==> src/rtl/interrupt_dispatcher_pkg.sv <==
// Shared constants, FSM encoding and helpers for the interrupt dispatcher.
// Latency: none (declarations only).
// Backpressure: not applicable.
package interrupt_dispatcher_pkg;

    localparam int INT_LINES  = 3;
    localparam int STATUS_W   = INT_LINES + 1;
    localparam int ST_IE      = 0;
    localparam int ST_MASK_LO = 1;

    localparam logic [9:0] VEC_BASE_DEF   = 10'h080;
    localparam logic [9:0] VEC_STRIDE_DEF = 10'h010;

    typedef enum logic [1:0] {
        S_IDLE     = 2'd0,
        S_REQ      = 2'd1,
        S_DISPATCH = 2'd2,
        S_UNWIND   = 2'd3
    } state_t;

    // Strict priority means the most recently entered handler is always the highest set bit.
    function automatic logic [INT_LINES-1:0] clear_highest(input logic [INT_LINES-1:0] v);
        logic [INT_LINES-1:0] r;
        logic                 found;
        r     = v;
        found = 1'b0;
        for (int i = INT_LINES - 1; i >= 0; i--) begin
            if (!found && v[i]) begin
                r[i]  = 1'b0;
                found = 1'b1;
            end
        end
        return r;
    endfunction

endpackage

==> src/rtl/interrupt_dispatcher_irq_sync_edge.sv <==
// Two-flop synchroniser for one asynchronous IRQ line plus a one-cycle rising-edge pulse.
// Latency: pulse is high during the cycle after the second sync edge (pending lands on the third).
// Backpressure: none; free-running regardless of pipeline enable.
module irq_sync_edge (
    input  logic clk,
    input  logic rst_n,
    input  logic irq_async,
    output logic rise
);

    logic meta;
    logic sync;
    logic prev;

    always_ff @(posedge clk or negedge rst_n) begin
        if (!rst_n) begin
            meta <= 1'b0;
            sync <= 1'b0;
            prev <= 1'b0;
        end else begin
            meta <= irq_async;
            sync <= meta;
            prev <= sync;
        end
    end

    assign rise = sync & ~prev;

endmodule

==> src/rtl/interrupt_dispatcher.sv <==
// Interrupt responder: latch IRQs, arbitrate by priority, flush and redirect at a WB commit point, unwind on ERET.
// Latency: irq_in to pending 3 clk; eligible request to DISPATCH after IDLE->REQ plus first commit_valid.
// Backpressure: en=0 freezes FSM, status and EPC stack; flush_n/redirect forced inactive meanwhile.
module interrupt_dispatcher
    import interrupt_dispatcher_pkg::*;
#(
    parameter int                     IM_ADDR_BIT = 10,
    parameter logic [IM_ADDR_BIT-1:0] VEC_BASE    = IM_ADDR_BIT'(VEC_BASE_DEF),
    parameter logic [IM_ADDR_BIT-1:0] VEC_STRIDE  = IM_ADDR_BIT'(VEC_STRIDE_DEF)
) (
    input  logic                   clk,
    input  logic                   rst_n,
    input  logic                   en,
    input  logic [INT_LINES-1:0]   irq_in,
    input  logic                   commit_valid,
    input  logic [IM_ADDR_BIT-1:0] commit_pc_4,
    input  logic                   eret_commit,
    input  logic                   halt_commit,
    input  logic [STATUS_W-1:0]    cp0_w_en,
    input  logic [STATUS_W-1:0]    cp0_w_data,
    output logic                   flush_n,
    output logic                   redirect,
    output logic [IM_ADDR_BIT-1:0] redirect_pc,
    output logic                   inting,
    output logic [INT_LINES-1:0]   ints,
    output logic [INT_LINES-1:0]   pending,
    output logic [STATUS_W-1:0]    status
);

    logic [INT_LINES-1:0] rise;
    logic [INT_LINES-1:0] pending_q;
    logic [INT_LINES-1:0] in_service_q;
    logic [INT_LINES-1:0] eligible;
    logic [INT_LINES-1:0] pend_clr;
    logic [STATUS_W-1:0]  status_q;
    logic                 halted_q;
    logic                 any_eligible;
    logic [1:0]           pick;

    state_t state_q;
    state_t state_d;
    logic [1:0] sel_q;
    logic [1:0] sel_d;
    logic       capture;
    logic       do_push;
    logic       do_pop;

    logic [IM_ADDR_BIT-1:0] epc_q;
    logic [IM_ADDR_BIT-1:0] redirect_pc_q;
    logic [IM_ADDR_BIT-1:0] vec;
    logic [IM_ADDR_BIT-1:0] stack_top;
    logic [INT_LINES-1:0][IM_ADDR_BIT-1:0] stack_q;
    logic [1:0] depth_q;
    logic [1:0] top_idx;
    logic       stack_empty;

    for (genvar g = 0; g < INT_LINES; g++) begin : g_sync
        irq_sync_edge u_sync (
            .clk       (clk),
            .rst_n     (rst_n),
            .irq_async (irq_in[g]),
            .rise      (rise[g])
        );
    end

    // A line may only preempt handlers strictly below it.
    always_comb begin
        eligible     = '0;
        pick         = '0;
        for (int i = 0; i < INT_LINES; i++) begin
            eligible[i] = pending_q[i] & status_q[ST_MASK_LO + i] & status_q[ST_IE]
                        & ~halted_q & ~|(in_service_q >> i);
        end
        for (int i = 0; i < INT_LINES; i++) begin
            if (eligible[i]) pick = 2'(i);
        end
        any_eligible = |eligible;
    end

    assign stack_empty = (depth_q == 2'd0);
    assign top_idx     = depth_q - 2'd1;
    assign stack_top   = stack_q[top_idx];
    assign vec         = VEC_BASE + IM_ADDR_BIT'(sel_q) * VEC_STRIDE;

    always_comb begin
        state_d = state_q;
        sel_d   = sel_q;
        capture = 1'b0;
        do_push = 1'b0;
        do_pop  = 1'b0;
        if (en) begin
            case (state_q)
                S_IDLE: begin
                    if (eret_commit && !stack_empty) begin
                        state_d = S_UNWIND;
                    end else if (any_eligible) begin
                        state_d = S_REQ;
                        sel_d   = pick;
                    end
                end
                S_REQ: begin
                    if (eret_commit && !stack_empty) begin
                        state_d = S_UNWIND;
                    end else if (commit_valid) begin
                        state_d = S_DISPATCH;
                        capture = 1'b1;
                    end
                end
                S_DISPATCH: begin
                    state_d = S_IDLE;
                    do_push = 1'b1;
                end
                S_UNWIND: begin
                    state_d = S_IDLE;
                    do_pop  = 1'b1;
                end
                default: state_d = S_IDLE;
            endcase
        end
    end

    always_comb begin
        pend_clr = '0;
        if (do_push) pend_clr[sel_q] = 1'b1;
    end

    assign flush_n     = ~(do_push | do_pop);
    assign redirect    = do_push | do_pop;
    assign redirect_pc = do_push ? vec : (do_pop ? stack_top : redirect_pc_q);

    always_ff @(posedge clk or negedge rst_n) begin
        if (!rst_n) begin
            state_q       <= S_IDLE;
            sel_q         <= '0;
            epc_q         <= '0;
            redirect_pc_q <= '0;
            stack_q       <= '0;
            depth_q       <= '0;
            in_service_q  <= '0;
            status_q      <= '1;
            halted_q      <= 1'b0;
            pending_q     <= '0;
        end else begin
            // Set after clear: a fresh edge on the line being dispatched survives.
            pending_q     <= (pending_q & ~pend_clr) | rise;
            redirect_pc_q <= redirect_pc;
            if (en) begin
                state_q  <= state_d;
                sel_q    <= sel_d;
                status_q <= (status_q & ~cp0_w_en) | (cp0_w_data & cp0_w_en);
                if (halt_commit) halted_q <= 1'b1;
                if (capture) epc_q <= commit_pc_4;
                if (do_push) begin
                    stack_q[depth_q]    <= epc_q;
                    depth_q             <= depth_q + 2'd1;
                    in_service_q[sel_q] <= 1'b1;
                end
                if (do_pop) begin
                    depth_q      <= top_idx;
                    in_service_q <= clear_highest(in_service_q);
                end
            end
        end
    end

    assign inting  = |in_service_q;
    assign ints    = in_service_q;
    assign pending = pending_q;
    assign status  = status_q;

endmodule
==> config.mk <==
export PLATFORM = sky130hd
export DESIGN_NAME = interrupt_dispatcher
export DESIGN_NICKNAME = d
export VERILOG_FILES = /design/src/rtl/interrupt_dispatcher_pkg.sv /design/src/rtl/interrupt_dispatcher_irq_sync_edge.sv /design/src/rtl/interrupt_dispatcher.sv
export SDC_FILE = /design/constraint.sdc
export NUM_CORES = 1
export LEC_CHECK = 0
export ABC_CLOCK_PERIOD_IN_PS = 2000
export CAP_MARGIN = 20
export CORE_MARGIN = 4
export CORE_UTILIZATION = 48
export DETAILED_ROUTE_END_ITERATION = 16
export PLACE_DENSITY = 0.75
export REMOVE_ABC_BUFFERS = 1
export SLEW_MARGIN = 20
export SYNTH_ARGS = -nofsm -noshare
export SYNTH_HDL_FRONTEND = slang
export SYNTH_SLANG_ARGS = --single-unit
==> constraint.sdc <==
create_clock -name clk -period 2 [get_ports clk]
set_input_delay 0.4 -clock clk [delete_from_list [all_inputs] [get_ports clk]]
set_output_delay 0.4 -clock clk [all_outputs]
set_load 0.05 [all_outputs]
==> qor.log, run 1 <==
qor: pwr.p_per_area 1540 nW/um2
qor: worst_setup_path.cp-start-kind register
qor: place.detailedPlacementHpwl 4680 um
qor: sta.finalSetupViolations 10
qor: worst_setup_path.cp.required 1.60 ns
qor: pwr.power.leakage 2.00 nW
qor: yosys.postSynthCellCount 245
qor: place.place_congestion 0.836
qor: sta.timing.final.ws_setup -0.422 ns
qor: yosys.seq_area_frac_synth 60.2%
qor: run_status.status complete, but fails checks
qor: place.placed_standard_cell_area 4040 um2
qor: global_routing.grt_antenna_before_repair 0
qor: worst_setup_path.endpoint_kind output port
qor: worst_setup_path.worst-setup-path-type register to output port
qor: pwr.power_frac_clock 18.0%
qor: global_routing.grt_max_degree 40
qor: final_layout.finalCoreUtilization 68.5%
qor: clocking.cts.sink_count 76
qor: place.place_worst_setup_slack -0.289 ns
qor: sta.max_freq 413 MHz
qor: floorplanning.dieArea 7970 um2
qor: yosys.synth_enable_flop_cells 0
qor: pwr.internal-power 4.33 mW
qor: final_layout.final_cell_area 4380 um2
qor: yosys.post-synth-top-area-fraction 56.8%
qor: floorplanning.fp.dieW 89.3 um
qor: floorplanning.floorplan.core_area 6390 um2
qor: yosys.synth-seq-cells 76
qor: sta.final.period_utilization 121%
qor: hold_path.hold_class primary input to asynchronous set/reset pin
qor: pwr.power.net_switching 2.43 mW
qor: sta.final.setup_skew 0.00752 ns
qor: sta.slew_headroom 66.0%
qor: route.firstDrtPassIters 4
qor: clocking.insertion_delay 0.34 ns
qor: global_routing.first_pass_grt_wire_length 11400 um
qor: place.io_buffers 49
qor: yosys.synthDistinctLibCells 34
qor: sta.transition_time_at_the_pin_with_the_least_slew_margin 0.509 ns
qor: sta.final_period_minus_worst_setup_slack 2.42 ns
qor: floorplanning.starting_density_of_the_core 49.6%
qor: sta.drv_slew 0
qor: yosys.synth.cells.most_frequent sky130_fd_sc_hd__dfrtp_1 (72), sky130_fd_sc_hd__mux2_2 (42), sky130_fd_sc_hd__o21ai_0 (17)
qor: final_layout.area_growth_syn_to_layout 38.1%
qor: job.cap_viol_max_count 0
qor: route.drt_wl_total 6800 um
qor: yosys.postSynthAreaPerCell 12.9 um2
qor: route.routedWlPerCell 16.8 um
qor: pwr.sw_frac_of_total 36.0%
qor: yosys.asyncSetResetFlopFracSynth 100%
qor: route.dr.first_iter.drc_count 119
qor: clocking.cts_max_path_buffers 2
qor: clocking.clkSlewWorstSetupHoldPaths 0.07 ns
qor: clocking.ctsHtreeMaxLevel 3
qor: run_status.failing_checks setup timing
qor: clocking.tritoncts.num_buffers 9
qor: global_routing.grt_util_all_layers 19.2%
qor: route.viasPerCell 5.41
qor: pwr.seq_power_share 35.2%
qor: clocking.tritoncts yes
qor: route.vias 2196
qor: final_layout.drive_gt1_share 40.4%
qor: global_routing.first_global_vias 2385
qor: sta.hold_viol_final 0
qor: floorplanning.rows 29
qor: route.ant_nets 0
qor: yosys.yosys.area.top_type sky130_fd_sc_hd__dfrtp_1
qor: sta.setup_repair_after_global_routing_missed_its_margin true
qor: worst_setup_path.crit_path_max_fanout 7
qor: pwr.vdd_drop_max 0.927 mV
qor: yosys.syn_area 3170 um2
qor: final_layout.number_of_diodes_added_for_antenna_fixing 0
qor: yosys.synthFlopType sky130_fd_sc_hd__dfrtp_1
qor: worst_setup_path.critical_path_arrival 2.02 ns
qor: floorplanning.dieHeight 89.3 um
qor: yosys.synth.area.top_cells sky130_fd_sc_hd__dfrtp_1 (57%), sky130_fd_sc_hd__mux2_2 (15%), sky130_fd_sc_hd__dfstp_2 (3.3%)
qor: yosys.synth_most_common_cell sky130_fd_sc_hd__dfrtp_1
qor: floorplanning.ioPinCount 50
qor: global_routing.overall_overflow_remaining_after_global_route 0
qor: clocking.holdBufCountCts 0
qor: sta.hold_slack 0.0226 ns
qor: final_layout.fin_nets 354
qor: clocking.root_buffer sky130_fd_sc_hd__clkbuf_8
qor: route.route.detailed.drc 0
qor: yosys.synthesis.yosys.warnings 0
qor: pwr.pwr-share-comb 46.8%
qor: final_layout.final-instance-count-excl-fill 406
qor: place.placedCellCount 390
[timing repair]
action | 4_1_cts | 5_1_grt
setup buffers | 5 | 0
cloned | 0 | 0
gates resized for setup | 19 | 21
endpoints found under the setup margin | 11 | 12
pin swaps | 3 | 7
[cells in the final DEF, fill, tap and decap left out, drive strengths merged, types with 2 or more instances in the layout]
master	count
dfrtp	72
buf	49
mux2	47
clkdlybuf4s50	28
nand2	18
o21ai	17
a21oi	14
nor2	13
clkbuf	13
inv	9
mux2i	8
a21o	5
dfstp	4
a31oi	4
nor4b	4
o41ai	3
ha	3
a22oi	2
nand3b	2
nor2b	2
[per-stage QoR]
step | total power [mW] | setup TNS [ns]
finish | 6.76 | -3.66
CTS | 6.74 | -4.23
detailed placement | 5.20 | -4.99
global route | 7.14 | -4.85
floorplan | 3.89 | -40.93
global placement | 5.11 | -2.61
[worst max-delay path: stages (launching register included)]
cell                      delay, ns
sky130_fd_sc_hd__dfrtp_1       0.38
sky130_fd_sc_hd__inv_2         0.06
sky130_fd_sc_hd__ha_4          0.34
sky130_fd_sc_hd__mux2_4        0.32
sky130_fd_sc_hd__a22oi_2       0.13
sky130_fd_sc_hd__a21oi_1       0.09
sky130_fd_sc_hd__a21o_1        0.20
sky130_fd_sc_hd__buf_12        0.16
[final timing paths]
| check | start | endpoint | slack [ns] | cells after the start |
|---|---|---|---|---|
| max reg2reg | depth_q[1]$_DFFE_PN0P_ | redirect_pc_q[5]$_DFF_PN0_ | 0.26 | 7 |
| min in group clk | g_sync[0].u_sync.meta$_DFF_PN0_ | g_sync[0].u_sync.sync$_DFF_PN0_ | 0.35 | 0 |
| max | depth_q[1]$_DFFE_PN0P_ | redirect_pc[4] | -0.42 | 7 |
| min reg2reg | g_sync[0].u_sync.meta$_DFF_PN0_ | g_sync[0].u_sync.sync$_DFF_PN0_ | 0.35 | 0 |
| min | rst_n | epc_q[6]$_DFFE_PN0P_ | 0.02 | 1 |
| max in group asynchronous | rst_n | stack_q[19]$_DFFE_PN0P_ | 1.40 | 2 |
[metal layers]
metal / wire [um] / track usage (%) / vias to the layer above
met4: 132 / 7.85 / 0
met2: 3500 / 31.4 / 33
met3: 218 / 4.52 / 10
met5: 0 / 0 / -
li1: - / - / 1031
met1: 2950 / 24.7 / 1122
[registers in the layout, indices dropped and copies added (netlist names), 3 cells and up, named ones only]
name / flops
stack_q: 30
epc_q: 10
redirect_pc_q: 10
g_sync.u_sync.meta: 3
g_sync.u_sync.prev: 3
g_sync.u_sync.sync: 3
ints: 3
pending: 3
[cell type report]
class	count	area [um2]
repair buffers	78	850
clock buffers	13	169
flip-flops and latches	76	1910
inverters	8	35.0
well taps	77	96.3
clock inverters	3	43.8
fillers	456	2010
multi-input cells	151	1280
[logic make-up (layout without fill, tap and decap cells)]
family,count (synthesis),after routing,share of synthesized area [%]
simple gates,43,43,7.26
compound gates,48,48,9.00
flops,76,76,60.2
xor+xnor,2,2,0.553
fa+ha+maj,3,3,1.18
mux,55,55,19.2
buf+inv,18,102,2.61
[power by group through the flow]
stage	registers, mW	clock network (mW)	logic (mW)
detailed placement	2.39	0	2.82
floorplan	2.45	0	1.45
global placement	2.36	0	2.75
finish	2.38	1.22	3.16
global route	2.45	1.32	3.37
CTS	2.37	1.25	3.12
No activity file was read; power rests on OpenSTA's default activity.
==> run 2, diff against run 1 <==
CORE_UTILIZATION = 45   (was 48)
PLACE_DENSITY = 0.71   (was 0.75)
==> qor.log, run 2 (same netlist as run 1, synthesis figures left out) <==
qor: global_routing.first_global_vias 2243 [-6.0%]
qor: global_routing.first_pass_grt_wire_length 11200 um [-2.1%]
qor: hold_path.hold_class register to register
qor: place.placed_standard_cell_area 4050 um2 [+0.28%]
qor: clocking.ctsHtreeMaxLevel 3 [unchanged]
qor: worst_setup_path.setup.worst_path.end redirect_pc[4]
qor: floorplanning.rows 30 [+3.4%]
qor: pwr.vdd_drop_max 0.646 mV [-30%]
qor: worst_setup_path.r2r_end redirect_pc_q[4]$_DFF_PN0_
qor: global_routing.grt_antenna_before_repair 0 [unchanged]
qor: run_status.failing_checks setup timing
qor: worst_setup_path.timing.critical_path.buf_inv 2 [unchanged]
qor: route.viasPerCell 5.03 [-7.0%]
qor: clocking.root_buffer sky130_fd_sc_hd__clkbuf_8
qor: clocking.clkSlewWorstSetupHoldPaths 0.08 ns [about the same]
qor: global_routing.grt_util_all_layers 16.9% [-2.3 points]
qor: final_layout.final_cell_area 4420 um2 [+0.97%]
qor: floorplanning.dieArea 8450 um2 [+6.1%]
qor: clocking.insertion_delay 0.34 ns [about the same]
qor: sta.final.setup_skew 0.00832 ns [+0.000798 ns]
qor: floorplanning.dieHeight 91.9 um [+3.0%]
qor: sta.max_freq 418 MHz [+1.3%]
qor: place.place_worst_setup_slack -0.246 ns [+0.0432 ns]
qor: job.cap_viol_max_count 0 [unchanged]
qor: route.route.detailed.drc 0 [unchanged]
qor: final_layout.fillerInstances 520 [+14%]
qor: clocking.cts_max_path_buffers 2 [unchanged]
qor: pwr.p_per_area 1530 nW/um2 [-0.92%]
qor: clocking.tritoncts.num_buffers 9 [unchanged]
qor: route.dr.first_iter.drc_count 48 [-60%]
qor: final_layout.number_of_diodes_added_for_antenna_fixing 0 [unchanged]
qor: worst_setup_path.cp_cell_sequence inv_2 > ha_4 > mux2_4 > a22oi_2 > a21oi_1 > a21o_1 > buf_12
qor: final_layout.layout.cells.most_common_list sky130_fd_sc_hd__dfrtp_1 (72), sky130_fd_sc_hd__mux2_2 (40), sky130_fd_sc_hd__buf_4 (36)
qor: sta.final_period_minus_worst_setup_slack 2.39 ns [-0.0316 ns]
qor: clocking.cts.sink_count 76 [unchanged]
qor: run_status.status complete, but fails checks
qor: place.place_congestion 0.796 [-4.8%]
qor: worst_setup_path.endpoint_kind output port
qor: sta.drv_slew 0 [unchanged]
qor: sta.final.period_utilization 120% [-1.6 points]
qor: floorplanning.fp.dieW 91.9 um [+3.0%]
qor: worst_setup_path.launch_point_of_the_worst_path depth_q[0]$_DFFE_PN0P_
qor: global_routing.grt_max_degree 48 [+20%]
qor: worst_setup_path.cp-start-kind register
qor: worst_setup_path.critical_path_arrival 1.99 ns [-0.03 ns]
qor: final_layout.fin_nets 358 [+1.1%]
qor: worst_setup_path.r2r_cells 8 [+1]
qor: sta.timing.final.ws_setup -0.390 ns [+0.0316 ns]
qor: route.ant_nets 0 [unchanged]
qor: route.firstDrtPassIters 4 [unchanged]
qor: route.drt_wl_total 6610 um [-2.9%]
qor: worst_setup_path.crit_path_max_fanout 6 [-1]
qor: worst_setup_path.r2r-start depth_q[0]$_DFFE_PN0P_
qor: final_layout.largest_reg_flops 30 [unchanged]
qor: sta.setup_repair_after_global_routing_missed_its_margin true
qor: worst_setup_path.worst_path_largest_cell_delay 0.37 ns [about the same]
qor: worst_setup_path.path_depth 7 [unchanged]
qor: route.vias 2157 [-1.8%]
qor: worst_setup_path.cp_top_family compound AO/OA/AOI/OAI gates
qor: sta.transition_time_at_the_pin_with_the_least_slew_margin 0.521 ns [+0.0121 ns]
qor: final_layout.area_growth_syn_to_layout 39.4%
qor: global_routing.overall_overflow_remaining_after_global_route 0 [unchanged]
qor: place.detailedPlacementHpwl 4590 um [-1.9%]
qor: floorplanning.floorplan.core_area 6830 um2 [+7.0%]
qor: final_layout.drive_gt1_share 41.4% [+1.0 points]
qor: worst_setup_path.cpMaxStageDelayCell sky130_fd_sc_hd__dfrtp_1
qor: place.io_buffers 49 [unchanged]
qor: sta.hold_viol_final 0 [unchanged]
qor: worst_setup_path.cp.required 1.60 ns [about the same]
qor: sta.finalSetupViolations 10 [unchanged]
qor: floorplanning.ioPinCount 50 [unchanged]
qor: clocking.tritoncts yes
qor: worst_setup_path.worst-setup-path-type register to output port
qor: pwr.power.leakage 2.01 nW [+0.41%]
qor: final_layout.final_common_cell sky130_fd_sc_hd__dfrtp_1
qor: final_layout.largest_registers stack_q (30), epc_q (10), redirect_pc_q (10)
qor: sta.slew_headroom 65.2% [-0.81 points]
qor: floorplanning.starting_density_of_the_core 46.4% [-3.2 points]
qor: worst_setup_path.rrSetupSlack 0.14 ns [-0.12 ns]
qor: final_layout.registers.top_by_ff_count stack_q
qor: route.routedWlPerCell 15.4 um [-8.1%]
==> run 2: stage by stage <==
| stage | hold WS (ns) | TNS (ns) | util (%) | instances | total power [mW] |
|---|---|---|---|---|---|
| after floorplan | 0.104 | -40.93 | - | 235 | 3.89 |
| after global placement | 0.333 | -3.66 | 59.3 | 409 | 5.10 |
| after detailed placement | 0.335 | -5.63 | 59.3 | 409 | 5.16 |
| after CTS | 0.352 | -3.32 | 63.9 | 425 | 6.71 |
| after global routing | 0.357 | -4.07 | 64.7 | 429 | 7.16 |
| final | 0.350 | -2.99 | 64.7 | 429 | 6.76 |
==> run 2: where the power goes <==
group / internal, mW / switching, mW
combinational: 1.59 / 1.51
clock: 0.736 / 0.536
sequential: 2.04 / 0.353
total: 4.36 / 2.40
==> run 2: area by class of cell <==
type	instances	area, um2	share of cell area [%]
sequential	76	1910	43.1
multi-input combinational	151	1280	28.9
timing repair buffer	82	862	19.5
clock buffer	12	145	3.28
tap	96	120	2.72
clock inverter	4	72.6	1.64
inverter	8	35.0	0.793
==> run 2: timing repair <==
| action | in CTS | in global routing |
|---|---|---|
| hold endpoints to repair | 25 | 0 |
| setup endpoints to repair | 11 | 12 |
| buffers inserted | 4 | 4 |
| pin swaps | 6 | 5 |
| hold buffers | 1 | 0 |
| resized for setup | 32 | 7 |
==> run 2: layer usage <==
metal,vias to the layer above,track usage (%),routed length (um)
li1,1033,-,-
met1,1089,22.6,3040
met2,30,26.5,3300
met3,5,4.10,192
met4,0,6.44,79
met5,-,0,0
==> run 2: how the worst min path moves through the flow <==
stage | start | to | slack (ns) | cells past startpoint
final | g_sync[2].u_sync.meta$_DFF_PN0_ | g_sync[2].u_sync.sync$_DFF_PN0_ | 0.35 | 0
after global routing | g_sync[1].u_sync.meta$_DFF_PN0_ | g_sync[1].u_sync.sync$_DFF_PN0_ | 0.36 | 0
after CTS | g_sync[2].u_sync.meta$_DFF_PN0_ | g_sync[2].u_sync.sync$_DFF_PN0_ | 0.35 | 0
after detailed placement | g_sync[2].u_sync.meta$_DFF_PN0_ | g_sync[2].u_sync.sync$_DFF_PN0_ | 0.33 | 0
after global placement | g_sync[0].u_sync.meta$_DFF_PN0_ | g_sync[0].u_sync.sync$_DFF_PN0_ | 0.33 | 0
after floorplan | rst_n | depth_q[0]$_DFFE_PN0P_ | 0.10 | 0
==> run 3, diff against run 2 <==
CELL_PAD_IN_SITES_DETAIL_PLACEMENT = 2   (was not set)
CELL_PAD_IN_SITES_GLOBAL_PLACEMENT = 2   (was not set)
CORE_UTILIZATION = 32   (was 45)
PLACE_DENSITY = 0.74   (was 0.71)
==> qor.log, run 3 (same netlist as run 1, synthesis figures left out) <==
qor: route.dr.first_iter.drc_count 91 [+90%]
qor: final_layout.largest_reg_flops 30 [unchanged]
qor: floorplanning.dieHeight 108 um [+17%]
qor: place.place_congestion 0.751 [-5.6%]
qor: floorplanning.floorplan.core_area 9730 um2 [+42%]
qor: sta.timing.final.ws_setup -0.584 ns [-0.194 ns]
qor: final_layout.layout.cells.most_common_list sky130_fd_sc_hd__dfrtp_1 (72), sky130_fd_sc_hd__mux2_2 (42), sky130_fd_sc_hd__buf_4 (39)
qor: pwr.vdd_drop_max 0.558 mV [-14%]
qor: clocking.cts_max_path_buffers 2 [unchanged]
qor: place.place_worst_setup_slack -0.522 ns [-0.276 ns]
qor: pwr.p_per_area 1590 nW/um2 [+3.8%]
qor: worst_setup_path.rrSetupSlack 0.14 ns [about the same]
qor: floorplanning.dieArea 11600 um2 [+37%]
qor: clocking.clkSlewWorstSetupHoldPaths 0.08 ns [about the same]
qor: clocking.ctsHtreeMaxLevel 3 [unchanged]
qor: route.ant_nets 0 [unchanged]
qor: final_layout.multi_input_area 1310 um2 [+2.4%]
qor: global_routing.first_global_vias 2666 [+19%]
qor: run_status.status complete, but fails checks
qor: final_layout.registers.top_by_ff_count stack_q
qor: route.route.detailed.drc 0 [unchanged]
qor: global_routing.overall_overflow_remaining_after_global_route 0 [unchanged]
qor: floorplanning.ioPinCount 50 [unchanged]
qor: final_layout.register_area 1910 um2 [unchanged]
qor: final_layout.fillerInstances 1000 [+92%]
qor: pwr.total_power 7.15 mW [+5.8%]
qor: pwr.power.leakage 1.99 nW [-1.1%]
qor: sta.final.period_utilization 129% [+9.7 points]
qor: clocking.insertion_delay 0.37 ns [+0.03 ns]
qor: final_layout.fin_nets 362 [+1.1%]
qor: worst_setup_path.critical_path_arrival 2.18 ns [+0.19 ns]
qor: worst_setup_path.cp-start-kind register
qor: route.vias 2336 [+8.3%]
qor: run_status.failing_checks setup timing
qor: route.drt_wl_total 10300 um [+56%]
qor: hold_path.hold_path_startpoint g_sync[2].u_sync.meta$_DFF_PN0_
qor: floorplanning.starting_density_of_the_core 32.6% [-14 points]
qor: global_routing.grt_max_degree 35 [-27%]
qor: final_layout.area_growth_syn_to_layout 42.0%
qor: sta.setup_repair_after_global_routing_missed_its_margin true
qor: route.viasPerCell 4.97 [-1.1%]
qor: worst_setup_path.r2r-start depth_q[1]$_DFFE_PN0P_
qor: worst_setup_path.launch_point_of_the_worst_path depth_q[1]$_DFFE_PN0P_
qor: sta.drv_slew 0 [unchanged]
qor: job.cap_viol_max_count 0 [unchanged]
qor: sta.hold_viol_final 0 [unchanged]
qor: sta.final.setup_skew 0.0197 ns [+0.0114 ns]
qor: clocking.tritoncts yes
qor: clocking.root_buffer sky130_fd_sc_hd__clkbuf_8
qor: final_layout.final_common_cell sky130_fd_sc_hd__dfrtp_1
qor: global_routing.grt_util_all_layers 17.4% [+0.53 points]
qor: route.routedWlPerCell 22.0 um [+43%]
qor: floorplanning.rows 36 [+20%]
qor: sta.finalSetupViolations 10 [unchanged]
qor: place.io_buffers 49 [unchanged]
qor: global_routing.grt_antenna_before_repair 0 [unchanged]
qor: floorplanning.fp.dieW 108 um [+17%]
qor: sta.max_freq 387 MHz [-7.5%]
qor: final_layout.number_of_diodes_added_for_antenna_fixing 0 [unchanged]
qor: clocking.tritoncts.num_buffers 9 [unchanged]
qor: hold_path.hold_class register to register
qor: route.firstDrtPassIters 4 [unchanged]
qor: final_layout.drive_gt1_share 44.5% [+3.1 points]
qor: worst_setup_path.cp.required 1.60 ns [about the same]
qor: worst_setup_path.worst-setup-path-type register to output port
qor: sta.hold_slack 0.355 ns [+0.00458 ns]
qor: worst_setup_path.endpoint_kind output port
qor: global_routing.first_pass_grt_wire_length 15100 um [+35%]
qor: sta.final_period_minus_worst_setup_slack 2.58 ns [+0.194 ns]
qor: sta.slew_headroom 65.0% [-0.22 points]
qor: place.detailedPlacementHpwl 5880 um [+28%]
qor: clocking.cts.sink_count 76 [unchanged]
qor: sta.transition_time_at_the_pin_with_the_least_slew_margin 0.518 ns [-0.00315 ns]
qor: worst_setup_path.crit_path_max_fanout 6 [unchanged]
qor: final_layout.largest_registers stack_q (30), epc_q (10), redirect_pc_q (10)
-- run 3: cell type report --
| type | count | share of cell area, % |
|---|---|---|
| Timing Repair Buffer | 86 | 20.1 |
| Clock buffer | 11 | 3.14 |
| Inverter | 8 | 0.778 |
| Sequential cell | 76 | 42.4 |
| Multi-Input combinational cell | 151 | 29.1 |
| Clock inverter | 5 | 0.834 |
| Tap cell | 133 | 3.70 |
-- run 3: worst paths after layout --
path                                              endpoint  depth (start not counted)
min reg2reg                g_sync[2].u_sync.sync$_DFF_PN0_                          0
min in group asynchronous             epc_q[0]$_DFFE_PN0P_                          2
min                        g_sync[2].u_sync.sync$_DFF_PN0_                          0
max in group asynchronous       asynchronous set/reset pin                          3
max                                         redirect_pc[7]                          9
max reg2reg                     redirect_pc_q[1]$_DFF_PN0_                          9
-- run 3: metal layers --
| metal | track usage (%) | up-vias | routed length [um] |
|---|---|---|---|
| met2 | 29.4 | 42 | 5440 |
| met5 | 0 | - | 0 |
| met1 | 21.7 | 1233 | 4320 |
| met4 | 7.57 | 0 | 335 |
| li1 | - | 1041 | - |
| met3 | 3.00 | 20 | 236 |
-- run 3: power by group --
part           internal (mW)  leakage (nW)  total, mW  switching (mW)
clock                  0.485        0.0738       1.11           0.630
combinational           1.74         0.984       3.56            1.82
sequential              2.04         0.928       2.47           0.431
total                   4.27          1.99       7.15            2.88
-- run 3: worst max-delay path: stages (launching register included) --
cell and delay, ns:
sky130_fd_sc_hd__dfrtp_1 0.41, sky130_fd_sc_hd__inv_2 0.07, sky130_fd_sc_hd__ha_4 0.33, sky130_fd_sc_hd__buf_6 0.16
sky130_fd_sc_hd__mux2i_2 0.24, sky130_fd_sc_hd__nor2_2 0.07, sky130_fd_sc_hd__a21oi_2 0.11, sky130_fd_sc_hd__a31oi_1 0.11
sky130_fd_sc_hd__buf_4 0.18, sky130_fd_sc_hd__buf_12 0.14
-- run 3: what timing repair did --
action	4_1_cts	5_1_grt
pin swaps	11	3
hold buffers	1	0
buffers inserted	3	4
hold endpoints to repair	29	0
setup endpoints to repair	11	21
resized for setup	28	21
-- run 3: metrics by stage --
| stage | setup TNS, ns | util (%) | cell area (um2) | cells |
|---|---|---|---|---|
| 4_1_cts | -4.42 | 45.3 | 4410 | 467 |
| 3_5_place_dp | -11.55 | 42.5 | 4140 | 450 |
| 3_3_place_gp | -7.82 | 42.5 | 4140 | 450 |
| 5_1_grt | -5.60 | 46.3 | 4500 | 470 |
| 6_report | -4.80 | 46.3 | 4500 | 470 |
| 2_1_floorplan | -40.93 | - | 3120 | 235 |
